File: src/rtl/fifo_push_arb.sv
// Round-robin arbiter sharing one fifo write port among NREQ burst producers.
// Optional macro FIFO_PUSH_ARB_STALL_CNT_EN adds a saturating fifo-full stall counter.
module fifo_push_arb #(
  parameter int LOG2_NREQ = 2,
  parameter int DWIDTH    = 16,
  parameter int MAX_BURST = 4,
  localparam int NREQ     = 1 << LOG2_NREQ
) (
  input  logic                      clk,
  input  logic                      reset,
  input  logic [NREQ-1:0]           req_valid,
  input  logic [NREQ*DWIDTH-1:0]    req_data,
  input  logic [NREQ-1:0]           req_last,
  output logic [NREQ-1:0]           req_ready,
  output logic [DWIDTH+LOG2_NREQ-1:0] fifo_din,
  output logic                      fifo_push,
  input  logic                      fifo_full,
  output logic [LOG2_NREQ-1:0]      grant_id,
  output logic                      busy
`ifdef FIFO_PUSH_ARB_STALL_CNT_EN
  ,
  output logic [15:0]               stall_cnt
`endif
);

  typedef enum logic [0:0] {
    ST_IDLE  = 1'b0,
    ST_BURST = 1'b1
  } state_e;

  localparam logic [7:0] MAX_BEATS = 8'(MAX_BURST);

  state_e                 state_q, state_d;
  logic [LOG2_NREQ-1:0]   grant_q, grant_d;
  logic [LOG2_NREQ-1:0]   ptr_q, ptr_d;
  logic [7:0]             beat_q, beat_d;
  logic [7:0]             beat_inc_s;
  logic                   xfer_s;

  // First valid requester at or above ptr, wrapping modulo NREQ.
  function automatic logic [LOG2_NREQ-1:0] rr_pick(
    input logic [NREQ-1:0]      valid,
    input logic [LOG2_NREQ-1:0] ptr
  );
    logic [LOG2_NREQ-1:0] idx;
    logic                 found;
    rr_pick = ptr;
    found   = 1'b0;
    for (int k = 0; k < NREQ; k++) begin
      idx = ptr + LOG2_NREQ'(k);
      if (!found && valid[idx]) begin
        rr_pick = idx;
        found   = 1'b1;
      end else begin
        found   = found;
      end
    end
  endfunction

  // State, grant, pointer and beat registers.
  always_ff @(posedge clk or posedge reset) begin
    if (reset) begin
      state_q <= ST_IDLE;
      grant_q <= '0;
      ptr_q   <= '0;
      beat_q  <= 8'd0;
    end else begin
      state_q <= state_d;
      grant_q <= grant_d;
      ptr_q   <= ptr_d;
      beat_q  <= beat_d;
    end
  end

  // Next-state logic and handshake outputs.
  always_comb begin
    state_d    = state_q;
    grant_d    = grant_q;
    ptr_d      = ptr_q;
    beat_d     = beat_q;
    req_ready  = '0;
    xfer_s     = 1'b0;
    beat_inc_s = beat_q + 8'd1;
    case (state_q)
      ST_IDLE: begin
        if (|req_valid) begin
          grant_d = rr_pick(req_valid, ptr_q);
          beat_d  = 8'd0;
          state_d = ST_BURST;
        end else begin
          state_d = ST_IDLE;
        end
      end
      ST_BURST: begin
        req_ready[grant_q] = ~fifo_full;
        xfer_s             = req_valid[grant_q] & ~fifo_full;
        if (xfer_s) begin
          beat_d = beat_inc_s;
          if (req_last[grant_q] || (beat_inc_s == MAX_BEATS)) begin
            state_d = ST_IDLE;
            ptr_d   = grant_q + LOG2_NREQ'(1);
          end else begin
            state_d = ST_BURST;
          end
        end else if (!req_valid[grant_q] && !fifo_full) begin
          // Requester went idle mid-burst: give up the port.
          state_d = ST_IDLE;
          ptr_d   = grant_q + LOG2_NREQ'(1);
        end else begin
          beat_d  = beat_q;
        end
      end
      default: begin
        state_d = ST_IDLE;
      end
    endcase
  end

  assign fifo_push = xfer_s;
  assign fifo_din  = {grant_q, req_data[grant_q*DWIDTH +: DWIDTH]};
  assign grant_id  = grant_q;
  assign busy      = (state_q == ST_BURST);

`ifdef FIFO_PUSH_ARB_STALL_CNT_EN
  logic [15:0] stall_cnt_q;

  // Saturating count of cycles the granted requester waits on a full fifo.
  always_ff @(posedge clk or posedge reset) begin
    if (reset) begin
      stall_cnt_q <= 16'd0;
    end else if ((state_q == ST_BURST) && req_valid[grant_q] && fifo_full &&
                 (stall_cnt_q != 16'hFFFF)) begin
      stall_cnt_q <= stall_cnt_q + 16'd1;
    end else begin
      stall_cnt_q <= stall_cnt_q;
    end
  end

  assign stall_cnt = stall_cnt_q;
`endif

endmodule

File: config.mk
export PLATFORM = sky130hd
export DESIGN_NAME = fifo_push_arb
export DESIGN_NICKNAME = d
export VERILOG_FILES = /design/src/rtl/fifo_push_arb.sv
export SDC_FILE = /design/constraint.sdc
export NUM_CORES = 1
export LEC_CHECK = 0
export CORE_ASPECT_RATIO = 0.8
export CORE_MARGIN = 1.5
export CORE_UTILIZATION = 34
export CTS_BUF_LIST = sky130_fd_sc_hd__clkbuf_8 sky130_fd_sc_hd__clkbuf_16
export DETAILED_ROUTE_END_ITERATION = 6
export PLACE_DENSITY_LB_ADDON = 0.25
export SKIP_LAST_GASP = 1
export SLEW_MARGIN = 20
export SYNTH_ARGS = -nofsm -noshare
export SYNTH_HDL_FRONTEND = slang
export SYNTH_SLANG_ARGS = --single-unit
File: constraint.sdc
create_clock -name clk -period 2.65 [get_ports clk]
set_input_delay 0.795 -clock clk [delete_from_list [all_inputs] [get_ports clk]]
set_output_delay 0.795 -clock clk [all_outputs]
set_load 0.02 [all_outputs]
==> metrics.yaml <==
worst_pin_slew_ns: 0.504
numCtsBuffers: 3
crit_family: "buffers and inverters"
synth_area_leaders: "mux4_2, dfrtp_1, ha_1, o21ai_0, nand2_1"
synthDistinctLibCells: 37
worst_setup_path_start_kind: "primary input"
critPathArrivalTime_ns: 1.84
gp_congestion: 0.848
drive_gt1_frac: 0.271
period_share: 0.994
crit_path_end_kind: "output pin"
drc: 0
synth_common_cells: "mux4_2, dfrtp_1, o21ai_0"
place_area_mm2: 0.00244
ir_worst_vdd_mv: 0.425
grt-ovfl-total: 0
io_pins: 101
htree_levels: 1
final_area_mm2: 0.00247
final_nets: 318
dp.final_hpwl_mm: 3.91
areaGrowthSynthToFinish_pct: 87.5
outcome: "finished clean"
cp_max_fo: 1
ys_ff_latch: 13
die_w_um: 72.6
yosysTopAreaCellShare: 0.308
yosysWarnings: 0
vias_per_cell: 5.52
hp-class: "register to register"
antenna_found_initial: 0
dp_slack_ns: -0.568
routed_wl_mm: 4.75
core-area_mm2: 0.00375
cts.sinks: 13
layout_setup_ws_ns: 0.0153
slew_violations: 0
setup_viol: 0
firstDrtPassIters: 4
rsz0062_at_grt: "yes"
rows: 20
path_cells: "clkdlybuf4s50_1, mux4_2, buf_2"
first_iter_violations: 46
port_buffers: 100
yosysMostFrequentCell: "mux4_2"
root_buffer: "clkbuf_8"
synthCells: 124
path_clk_slew_ns: 0.06
timing.final.hold_violations: 0
grt_max_degree: 18
synth-async-reset-ratio: 1.00
vias: 1546
max_freq_mhz: 380
insertion_delay_ns: 0.24
avgSynthCellArea_um2: 10.6
grt_pass1_wl_mm: 7.18
ys_seq_area_frac: 0.247
synth_area_leader_cell: "mux4_2"
antenna_cells: 0
fillers: 301
slew_headroom: 0.664
cap_viol_max_count: 0
die_area_mm2: 0.00426
grt.total_usage: 0.220
drtAntennaViolNets: 0
cts_tree: "built"
syn_nets: 205
holdBufCountCts: 0
finClkSkew_ns: 0.00614
clockBufferDepth: 2
post-route-util: 0.657
grt_pass1_vias: 1474
p_total_mw: 1.93
routedWlPerCell_um: 16.9
cpMaxStageDelayCell: "mux4_2"
worstPathRequired_ns: 1.86
synth-edff-count: 0
cp_slowest_stage_delay_ns: 0.46
die_h_um: 58.7
cp_num_buf_inv: 2
cellPowerDensity_mw_per_mm2: 783
netlist_area_mm2: 0.00132
path_class: "primary input to output pin"
cellLeakagePower_nw: 1.08
synth_flop_cell: "dfrtp_1"
start_util: 0.351
min_period_ns: 2.63
-- metal layers --
metal / wire [um] / vias to the layer above / global-route usage / share of wire
li1: - / 702 / - / -
met1: 1820 / 766 / 0.277 / 0.38
met2: 2540 / 68 / 0.391 / 0.53
met3: 312 / 10 / 0.0360 / 0.066
met4: 78 / 0 / 0.0674 / 0.016
met5: 0 / - / 0 / 0
-- area by class of cell --
class,instances,area (um2),share of cell area
clock buffer,3,41.3,0.0167
clock inverter,1,3.75,0.00152
inverter,8,30.0,0.0122
multi-input combinational,96,918,0.372
sequential,13,325,0.132
tap,44,55.1,0.0223
timing repair buffer,115,1090,0.443
-- path summary, 6_finish.rpt --
| path | from | to | slack [ns] | cells past startpoint |
|---|---|---|---|---|
| worst max-delay path | req_data[59] | fifo_din[11] | 0.02 | 3 |
| worst min-delay path | beat_q[7]$_DFFE_PP0P_ | beat_q[7]$_DFFE_PP0P_ | 0.52 | 1 |
| worst max register to register | beat_q[0]$_DFFE_PP0P_ | ptr_q[1]$_DFFE_PP0P_ | 0.57 | 6 |
| worst min register to register | beat_q[7]$_DFFE_PP0P_ | beat_q[7]$_DFFE_PP0P_ | 0.52 | 1 |
| max in group asynchronous | reset | beat_q[1]$_DFFE_PP0P_ | 1.43 | 2 |
| min in group asynchronous | reset | busy$_DFF_PP0_ | 0.88 | 2 |
-- what timing repair did --
action                                  4_1_cts  5_1_grt
setup buffers                                 1        0
pin swaps                                     1        0
endpoints found under the setup margin       21       12
resized for setup                            93       24
-- flip-flops by register name (all words and copies together) (netlist names) --
signal / flops
beat_q: 8
grant_id: 2
ptr_q: 2
busy: 1
-- logic make-up after synthesis --
group / after synthesis / synth area share
muxes: 18 / 0.308
buffers and inverters: 15 / 0.0589
AOI/OAI and AO/OA: 29 / 0.141
xor gates and xnor gates: 4 / 0.0266
and+or+nand+nor: 39 / 0.162
adders and majority gates: 6 / 0.0570
DFF: 13 / 0.247
-- report_power, final --
| group | total [mW] | internal, mW | leakage, nW | switching [mW] |
|---|---|---|---|---|
| Sequential | 0.336 | 0.251 | 0.169 | 0.0855 |
| Clock | 0.172 | 0.102 | 0.0269 | 0.0703 |
| Combinational | 1.42 | 0.751 | 0.886 | 0.672 |
| Total | 1.93 | 1.10 | 1.08 | 0.828 |
-- through the flow --
step	TNS, ns	hold slack, ns	cells
floorplan	0	0.470	124
global placement	-7.93	0.493	275
detailed placement	-8.27	0.515	275
CTS	0	0.527	280
global route	-0.00163	0.544	280
finish	0	0.523	280
-- cells in the final DEF (no fill, tap or decap), drive strengths merged --
| cell | n |
|---|---|
| clkdlybuf4s50 | 71 |
| buf | 36 |
| mux4 | 18 |
| dfrtp | 13 |
| o21ai | 12 |
| nand2 | 9 |
| inv | 9 |
| nor2 | 7 |
| nand3 | 6 |
| ha | 6 |
| and2 | 4 |
| dlymetal6s2s | 4 |
| dlygate4sd2 | 4 |
| a21oi | 3 |
| o31ai | 3 |
| xor2 | 3 |
| clkbuf | 3 |
| and3 | 3 |
| nor2b | 3 |
| o211ai | 2 |
| o22ai | 2 |
| nor4 | 1 |
| nand4 | 1 |
| nand3b | 1 |
| xnor2 | 1 |
| or4 | 1 |
| or3 | 1 |
| or2b | 1 |
| a221oi | 1 |
| a22oi | 1 |
| o221ai | 1 |
| o21a | 1 |
| o32ai | 1 |
| or2 | 1 |
| o311a | 1 |
| a22o | 1 |
Note: power is estimated with default switching activity, not from simulation.
